--- src/rtl/ps2_mouse_decoder.sv ---
// PS/2 mouse receiver and cursor tracker.
// Receives 11-bit PS/2 frames (start, 8 data LSB first, odd parity, stop)
// and assembles 3-byte movement packets. Each packet moves a cursor clamped
// to [0,H_MAX] x [0,V_MAX], with Y growing downward, and latches the button state.
//
// Optional build macro: PS2_PARITY_CHK_EN. When it is defined, frames with
// bad odd parity are dropped. When it is undefined, the parity bit is ignored.
//
// Ports
//   clk           system clock, rising edge
//   rst_n         asynchronous active-low reset
//   ps2_clk       raw PS/2 clock (input only)
//   ps2_data      raw PS/2 data
//   mouse_x       cursor X, 0..H_MAX
//   mouse_y       cursor Y, 0..V_MAX (top = 0)
//   mouse_click   {5'b0, middle, right, left}
//   packet_valid  one-cycle pulse when a packet is applied
//   frame_err     one-cycle pulse when a frame is discarded
//
// Frame FSM
//   state  | meaning
//   F_IDLE | waiting for a start bit (falling edge with data 0)
//   F_RECV | shifting data, parity and stop bits; idle timeout armed
//   F_DONE | one cycle to judge the completed frame
// Packet FSM
//   state   | meaning
//   P_BYTE0 | expecting the status byte (bit3 must be 1)
//   P_BYTE1 | expecting the X movement byte
//   P_BYTE2 | expecting the Y movement byte; apply on acceptance
module ps2_mouse_decoder #(
   parameter int H_MAX       = 639,
   parameter int V_MAX       = 479,
   parameter int TIMEOUT_CYC = 100000
) (
   input  logic        clk,
   input  logic        rst_n,
   input  logic        ps2_clk,
   input  logic        ps2_data,
   output logic [15:0] mouse_x,
   output logic [15:0] mouse_y,
   output logic [7:0]  mouse_click,
   output logic        packet_valid,
   output logic        frame_err
);

   localparam int TW = $clog2(TIMEOUT_CYC + 1);
   localparam logic [TW-1:0] TMR_LOAD = TW'(TIMEOUT_CYC - 1);

   typedef enum logic [1:0] {F_IDLE, F_RECV, F_DONE} frame_t;
   typedef enum logic [1:0] {P_BYTE0, P_BYTE1, P_BYTE2} pkt_t;

   frame_t frame_q, frame_nxt;
   pkt_t   pkt_q, pkt_nxt;

   logic          clk_s1, clk_s2, clk_d, dat_s1, dat_s2;
   logic          fall;
   logic [3:0]    bit_cnt;
   logic [7:0]    shift_q;
   logic          stop_q;
   logic [TW-1:0] tmr;
   logic          par_ok, byte_ok, frame_bad, apply;

   // Status byte fields kept from byte 0; bit3 only gates acceptance.
   logic          ovf_y, ovf_x, sgn_y, sgn_x;
   logic [2:0]    btn_q;
   logic [7:0]    b1_q;

   logic signed [8:0]  dx, dy;
   logic signed [17:0] nx, ny;
   logic [15:0]        cx, cy;

   assign fall = clk_d & ~clk_s2;

   always_ff @(posedge clk or negedge rst_n) begin
      if (!rst_n) begin
         clk_s1 <= 1'b1;
         clk_s2 <= 1'b1;
         clk_d  <= 1'b1;
         dat_s1 <= 1'b1;
         dat_s2 <= 1'b1;
      end else begin
         clk_s1 <= ps2_clk;
         clk_s2 <= clk_s1;
         clk_d  <= clk_s2;
         dat_s1 <= ps2_data;
         dat_s2 <= dat_s1;
      end
   end

`ifdef PS2_PARITY_CHK_EN
   logic par_q;
   always_ff @(posedge clk or negedge rst_n) begin
      if (!rst_n)
         par_q <= 1'b0;
      else if (frame_q == F_RECV && fall && bit_cnt == 4'd8)
         par_q <= dat_s2;
   end
   assign par_ok = ^{shift_q, par_q};
`else
   assign par_ok = 1'b1;
`endif

   always_ff @(posedge clk or negedge rst_n) begin
      if (!rst_n) begin
         bit_cnt <= '0;
         shift_q <= '0;
         stop_q  <= 1'b0;
         tmr     <= '0;
      end else begin
         if (frame_q == F_IDLE && fall && !dat_s2) begin
            bit_cnt <= '0;
            tmr     <= TMR_LOAD;
         end
         if (frame_q == F_RECV) begin
            if (fall) begin
               tmr     <= TMR_LOAD;
               bit_cnt <= bit_cnt + 4'd1;
               if (bit_cnt < 4'd8)
                  shift_q <= {dat_s2, shift_q[7:1]};
               else if (bit_cnt == 4'd9)
                  stop_q <= dat_s2;
            end else if (tmr != '0) begin
               tmr <= tmr - 1'b1;
            end
         end
      end
   end

   always_ff @(posedge clk or negedge rst_n) begin
      if (!rst_n) begin
         frame_q <= F_IDLE;
         pkt_q   <= P_BYTE0;
      end else begin
         frame_q <= frame_nxt;
         pkt_q   <= pkt_nxt;
      end
   end

   always_comb begin
      frame_nxt = frame_q;
      byte_ok   = 1'b0;
      frame_bad = 1'b0;
      case (frame_q)
         F_IDLE: if (fall && !dat_s2) frame_nxt = F_RECV;
         F_RECV: begin
            if (fall && bit_cnt == 4'd9) begin
               frame_nxt = F_DONE;
            end else if (!fall && tmr == '0) begin
               frame_nxt = F_IDLE;
               frame_bad = 1'b1;
            end
         end
         F_DONE: begin
            frame_nxt = F_IDLE;
            if (stop_q && par_ok) byte_ok   = 1'b1;
            else                  frame_bad = 1'b1;
         end
         default: frame_nxt = F_IDLE;
      endcase
   end

   always_comb begin
      pkt_nxt = pkt_q;
      apply   = 1'b0;
      if (frame_bad) begin
         pkt_nxt = P_BYTE0;
      end else if (byte_ok) begin
         case (pkt_q)
            P_BYTE0: if (shift_q[3]) pkt_nxt = P_BYTE1;
            P_BYTE1: pkt_nxt = P_BYTE2;
            P_BYTE2: begin
               pkt_nxt = P_BYTE0;
               apply   = 1'b1;
            end
            default: pkt_nxt = P_BYTE0;
         endcase
      end
   end

   // Byte 2 is still sitting in shift_q while apply is high.
   always_comb begin
      dx = ovf_x ? 9'sd0 : $signed({sgn_x, b1_q});
      dy = ovf_y ? 9'sd0 : $signed({sgn_y, shift_q});
      nx = $signed({2'b00, mouse_x}) + $signed({{9{dx[8]}}, dx});
      ny = $signed({2'b00, mouse_y}) - $signed({{9{dy[8]}}, dy});
      if (nx < 0)          cx = 16'd0;
      else if (nx > H_MAX) cx = 16'(H_MAX);
      else                 cx = nx[15:0];
      if (ny < 0)          cy = 16'd0;
      else if (ny > V_MAX) cy = 16'(V_MAX);
      else                 cy = ny[15:0];
   end

   always_ff @(posedge clk or negedge rst_n) begin
      if (!rst_n) begin
         ovf_y        <= 1'b0;
         ovf_x        <= 1'b0;
         sgn_y        <= 1'b0;
         sgn_x        <= 1'b0;
         btn_q        <= '0;
         b1_q         <= '0;
         mouse_x      <= 16'((H_MAX + 1) / 2);
         mouse_y      <= 16'((V_MAX + 1) / 2);
         mouse_click  <= '0;
         packet_valid <= 1'b0;
         frame_err    <= 1'b0;
      end else begin
         packet_valid <= apply;
         frame_err    <= frame_bad;
         if (byte_ok && pkt_q == P_BYTE0 && shift_q[3]) begin
            ovf_y <= shift_q[7];
            ovf_x <= shift_q[6];
            sgn_y <= shift_q[5];
            sgn_x <= shift_q[4];
            btn_q <= shift_q[2:0];
         end
         if (byte_ok && pkt_q == P_BYTE1)
            b1_q <= shift_q;
         if (apply) begin
            mouse_x     <= cx;
            mouse_y     <= cy;
            mouse_click <= {5'b0, btn_q};
         end
      end
   end

endmodule

--- config.mk ---
export PLATFORM = sky130hd
export DESIGN_NAME = ps2_mouse_decoder
export DESIGN_NICKNAME = d
export VERILOG_FILES = /design/src/rtl/ps2_mouse_decoder.sv
export SDC_FILE = /design/constraint.sdc
export NUM_CORES = 1
export LEC_CHECK = 0
export BUFFER_PORTS_ARGS = -buffer_cell sky130_fd_sc_hd__buf_2
export CELL_PAD_IN_SITES_DETAIL_PLACEMENT = 0
export CELL_PAD_IN_SITES_GLOBAL_PLACEMENT = 1
export CORE_MARGIN = 10
export CORE_UTILIZATION = 40
export DETAILED_ROUTE_END_ITERATION = 10
export PLACE_DENSITY = 0.78
export SLEW_MARGIN = 20
export SYNTH_ARGS = -nofsm -noshare
export SYNTH_HDL_FRONTEND = slang
export SYNTH_SLANG_ARGS = --single-unit
export TNS_END_PERCENT = 20
--- constraint.sdc ---
create_clock -name clk -period 5.7 [get_ports clk]
set_input_delay 0.285 -clock clk [delete_from_list [all_inputs] [get_ports clk]]
set_output_delay 0.285 -clock clk [all_outputs]
set_load 0.01 [all_outputs]
==> results of run 1 <==
[synthesized netlist by cell type (6+ instances only)]
master and count:
nor3_1 14, nor2_1 31, inv_1 26, dfrtp_1 80
nand2_1 70, nor4_1 11, a21o_1 8, ha_1 32
a21oi_1 37, clkbuf_1 6, buf_2 10, or3_1 8
mux2_2 24, o21a_1 10, o21ai_0 19, nor2b_1 17
nand4_1 6, xnor2_1 22, o21ai_1 11, and2_1 15
xor2_1 9, nand2b_1 15, dfstp_2 11, a32oi_1 7
nand3_1 14, buf_4 9
[metrics by stage]
stage / std cells / hold slack [ps] / util (%) / power (mW) / worst slack, ps
2_1_floorplan: 627 / -10.6 / - / 1.16 / 2610
3_3_place_gp: 827 / 171 / 43.4 / 1.26 / 2300
3_5_place_dp: 827 / 179 / 43.4 / 1.28 / 2180
4_1_cts: 844 / 11.9 / 45.5 / 1.90 / 2150
5_1_grt: 844 / 7.92 / 45.5 / 2.00 / 1780
6_report: 844 / 27.5 / 45.5 / 1.89 / 2140
[routing by layer]
metal | wire length [um] | track usage, % | part of all wire (%) | vias to the layer above
met1 | 6690 | 18.7 | 47 | 2334
met5 | 0 | 0 | 0 | -
met2 | 6560 | 22.1 | 47 | 117
met3 | 622 | 3.55 | 4.4 | 21
met4 | 223 | 4.56 | 1.6 | 0
li1 | - | - | - | 2325
[worst register-to-register path: cells and delay by family, from the launching register on]
family | cells | cell delay, ps
adder cells (fa/ha/maj) | 1 | 430
AND/OR/NAND/NOR | 5 | 1500
buffers and inverters | 1 | 250
flip-flops | 1 | 450
AO/OA/AOI/OAI | 4 | 790
[state kept, by name, summed over array words and instances, names as in the netlist, 2 cells and up]
name         count
bit_cnt          4
mouse_click      3
pkt_q            2
mouse_x         16
tmr             17
mouse_y         16
shift_q          8
btn_q            3
frame_q          2
b1_q             8
[final cells by class]
type	count	area share, %
Clock buffer	9	3.38
Inverter	27	1.52
Timing Repair Buffer	43	3.42
Tap cell	184	3.46
Sequential cell	91	34.4
Clock inverter	7	1.07
Multi-Input combinational cell	483	52.8
[worst paths after layout]
check,from,endpoint,cells after the start
max,ovf_y,mouse_y[8],11
max in group asynchronous,rst_n,packet_valid,3
max reg2reg,ovf_y,mouse_y[8],11
min,ps2_clk,clk_s1,1
min reg2reg,dat_s1,dat_s2,0
min in group asynchronous,rst_n,tmr[0],2
[where the power goes]
part | internal [mW] | total, mW | leakage, nW | switching (mW)
sequential | 0.695 | 0.752 | 1.18 | 0.0571
clock | 0.343 | 0.614 | 0.150 | 0.272
combinational | 0.226 | 0.523 | 1.65 | 0.297
total | 1.26 | 1.89 | 2.98 | 0.626
[cells by family (layout without fill, tap and decap cells)]
group                    count (synthesis)  after routing  synth area share, %
buffers and inverters                   53             86                 4.18
AO/OA/AOI/OAI                          151            151                 19.5
multiplexers                            28             28                 5.34
flip-flops                              91             91                 37.9
AND/OR/NAND/NOR                        234            234                 21.3
adder cells (fa/ha/maj)                 34             34                 7.29
other                                    1              5               0.0620
XOR/XNOR                                31             31                 4.49
==> results.toml, run 1 <==
[status]
outcome = "finished clean"

[clocking]
cts_resized = 0
cts_sinks = 91
postCtsHoldBufs = 1
cts_setup_buffers = 0
clockBufferDepth = 2
htree_levels = 3
cts_root_buffer = "clkbuf_16"
cts_buffers = 9
cts_tree = "built"
clkTransAtPathRegs_ps = 70
clock_latency_ps = 350

[logic_synthesis]
synth_edf_count = 0
synth.top_cell.area_share_pct = 33.1
synth_largest_area_cell = "dfrtp_1"
async_flop_share_pct = 100
synth.distinct_cells = 83
syn_area_um2 = 6040
netlist_top_cells_area = "dfrtp_1, ha_1, dfstp_2"
synthFlopType = "dfrtp_1"
syn_area_per_cell_um2 = 9.70
synth_warnings = 0
syn_inst = 623
ys_seq_area_share_pct = 37.9
synth_seq_cells = 91

[placed_design]
placed_area_um2 = 6360
io_buffers = 40
gp_congestion = 0.892
hpwl_mm = 10.2

[grt]
grt.total_usage_pct = 14.1
antenna_found_initial = 0
grt_pass1_vias = 4697
overflow = 0
grt_max_degree = 74
grt_pass1_wl_mm = 23.6

[cells_and_area]
final_common_cell = "dfrtp_1"
diodes = 0
syn2layout_area_growth_pct = 10.2
layout_common_cells = "dfrtp_1, nand2_1, buf_2"
fin_nets = 693
regArea_um2 = 2290
drive_above_1_share_pct = 19.2
stdcell_area_um2 = 6660
fillCellCount = 1398
multiInputGateArea_um2 = 3520

[routing]
vias = 4797
drt_iter0_drc = 365
drt-pass1-iter-count = 5
wl_per_cell_um = 16.7
vias_per_cell = 5.68
antenna_left = 0
drt-total-wl_mm = 14.1
drc_errors = 0

[sta]
rsz0062_at_grt = "false"
hold_violations = 0
setup_tns_ps = 0
tightest_slew_ps = 991
skew_ps = 10.6
period_share_pct = 62.5
fmax_mhz = 281
report.final.slew_viol_count = 0
maxSlewHeadroom_pct = 33.8
fin_crit_ps = 3560
finalSetupViolCount = 0

[setup_path]
crit_arrival_ps = 3750
crit_slowest_cell = "dfrtp_1"
cp_cell_sequence = "nor2b_1 > inv_1 > ha_1 > and4_1 > and2_1 > a211oi_2 > nor4bb_1 > o21a_1 > o211ai_1 > nor4_4 > a32oi_1"
reg2reg_slack_ps = 2140
cp_slowest_stage_delay_ps = 450
critPathMaxFanout = 10
critical-path-top-delay-family = "simple AND/OR/NAND/NOR gates"
crit_type = "reg -> reg"
critPathBufInv = 1
cp-end-kind = "flip-flop"
required_ps = 5890
crit_path_start_kind = "flip-flop"

[worst_hold_path]
hp-class = "in -> reg"

[floorplan]
dieWidth_um = 143
pin_count = 46
start_util_pct = 41.3
rows = 44
dieArea_um2 = 20400
die_y_um = 143
core_um2 = 14600

[pwr]
power_density_nw_per_um2 = 284
max-vdd-ir-drop_v = 0.000174
p_leak_nw = 2.98

[job]
maxCapViolations = 0
Power figures use the tool's default switching activity.
==> run 2: changes to the inputs <==
==> constraint.sdc (replaced) <==
create_clock -name clk -period 3.4 [get_ports clk]
set_input_delay 0.17 -clock clk [delete_from_list [all_inputs] [get_ports clk]]
set_output_delay 0.17 -clock clk [all_outputs]
set_load 0.01 [all_outputs]
==> run 2 against run 1 <==
Against the previous run:
- wire length is 1.3% lower
- clock skew hardly changed
- final area is 1.4% higher
- worst hold slack better by 330 ps
- sequential power is 68% higher
- core utilization is 0.66 points higher
- via count is 0.85% lower
- first-iteration DRC count is 7.9% lower
- clock power is 60% higher
- count of clock-buffer cells in the layout stayed put
- flip-flop and latch count stayed put
- die area stayed put
- critical endpoint is now mouse_x[1]
- largest power group unchanged
- highest routed layer unchanged
==> results.toml, run 2 (same netlist as run 1, synthesis figures left out) <==
[cells_and_area]
fin_nets = 702
drive_above_1_share_pct = 21.1
largest_reg_flops = 17
layout_common_cells = "dfrtp_1, nand2_1, buf_2"
finish.utilization_pct = 46.2
top_regs = "tmr: 17 flops, mouse_x: 16 flops, mouse_y: 16 flops"
diodes = 0
final_common_cell = "dfrtp_1"
fillCellCount = 1388
largest-register = "tmr"
fin_cells = 853
syn2layout_area_growth_pct = 11.8

[grt]
grt.total_usage_pct = 13.9
grt_pass1_wl_mm = 23.6
antenna_found_initial = 0
overflow = 0
grt_pass1_vias = 4733
grt_max_degree = 50

[sta]
rsz0062_at_grt = "false"
fin_crit_ps = 3180
skew_ps = 10.3
hold_violations = 0
tightest_slew_ps = 989
fmax_mhz = 315
period_share_pct = 93.4
finalSetupViolCount = 0
setup_tns_ps = 0
maxSlewHeadroom_pct = 33.9
report.final.slew_viol_count = 0

[placed_design]
dp.cells = 833
io_buffers = 40
hpwl_mm = 10.4
gp_congestion = 0.863

[clocking]
cts_sinks = 91
clkTransAtPathRegs_ps = 70
cts_root_buffer = "clkbuf_16"
htree_levels = 3
cts_tree = "built"
clockBufferDepth = 2
clock_latency_ps = 350
cts_buffers = 9

[pwr]
power_mw = 3.14
power_density_nw_per_um2 = 464
max-vdd-ir-drop_v = 0.000284
p_leak_nw = 3.03

[setup_path]
cp-end-kind = "flip-flop"
crit_slowest_cell = "fa_1"
cp_cell_sequence = "nor2b_1 > ha_1 > inv_1 > fa_1 > nor2b_2 > o31ai_4 > a31o_2 > mux2i_1 > xor2_1 > o211ai_4 > nor4b_1 > o22ai_1"
required_ps = 3620
crit_type = "reg -> reg"
reg2reg_slack_ps = 220
critPathMaxFanout = 10
crit_arrival_ps = 3400
cp_slowest_stage_delay_ps = 410
crit_path_start_kind = "flip-flop"

[floorplan]
rows = 44
start_util_pct = 41.3
dieWidth_um = 143
pin_count = 46
dieArea_um2 = 20400
die_y_um = 143
core_um2 = 14600

[status]
outcome = "finished clean"

[worst_hold_path]
hp-class = "reg -> reg"

[routing]
drt_iter0_drc = 336
wl_per_cell_um = 16.3
vias = 4756
drt-pass1-iter-count = 4
drt-total-wl_mm = 13.9
vias_per_cell = 5.58
drc_errors = 0
antenna_left = 0

[job]
maxCapViolations = 0
==> run 2: cell count changes in the layout (fill, tap and decap cells not counted), moves of 2 or more <==
cell,delta
ha_1,-2
inv_8,+2
ha_2,+2
dlygate4sd3_1,+2
buf_4,+5
==> run 2: power breakdown <==
group          internal, mW  leakage, nW  switching (mW)
Sequential             1.16         1.18          0.0955
Combinational         0.398         1.71           0.497
Clock                 0.510        0.144           0.471
==> run 2: repair_timing <==
action | 4_1_cts | 5_1_grt
gates resized for setup | 0 | 8
setup endpoints to repair | 0 | 13
endpoints found under the hold margin | 43 | 0
setup buffers | 0 | 1
hold buffers | 3 | 0
==> run 2: per-layer routing <==
layer | share of wire (%) | track usage (%)
met1 | 47 | 17.9
met2 | 47 | 22.6
met3 | 4.0 | 2.99
met4 | 1.4 | 4.61
met5 | 0 | 0
==> run 2: layout make-up <==
type | instances | area, um2 | area share, %
clock inverters | 7 | 58.8 | 0.870
flip-flops and latches | 91 | 2290 | 33.9
clock buffers | 9 | 225 | 3.33
well taps | 184 | 230 | 3.41
repair buffers | 52 | 317 | 4.68
multi-input cells | 483 | 3530 | 52.3
inverters | 27 | 101 | 1.50
==> run 2: stage by stage <==
step | setup slack [ps] | hold WS, ps | cell area, um2
3_3_place_gp | 201 | 231 | 6410
6_report | 223 | 358 | 6760
3_5_place_dp | 76.4 | 242 | 6410
5_1_grt | 10.4 | 362 | 6760
2_1_floorplan | 308 | -126 | 6060
4_1_cts | 45.4 | 359 | 6730
==> run 2: path summary, 6_finish.rpt <==
check,cells after the start,to,start
setup / recovery,12,mouse_x[1],ovf_x
hold / removal,0,clk_s2,clk_s1
setup reg to reg,12,mouse_x[1],ovf_x
hold reg to reg,0,clk_s2,clk_s1
max in group asynchronous,3,mouse_x[6],rst_n
min in group asynchronous,2,tmr[2],rst_n
==> run 2: critical path: cells and delay by family (launching register included) <==
kind | cells | cell delay (ps)
DFF | 1 | 400
muxes | 1 | 200
adders and majority gates | 2 | 620
and+or+nand+nor | 3 | 670
xor gates and xnor gates | 1 | 310
buffers and inverters | 1 | 60
AOI/OAI and AO/OA | 4 | 780
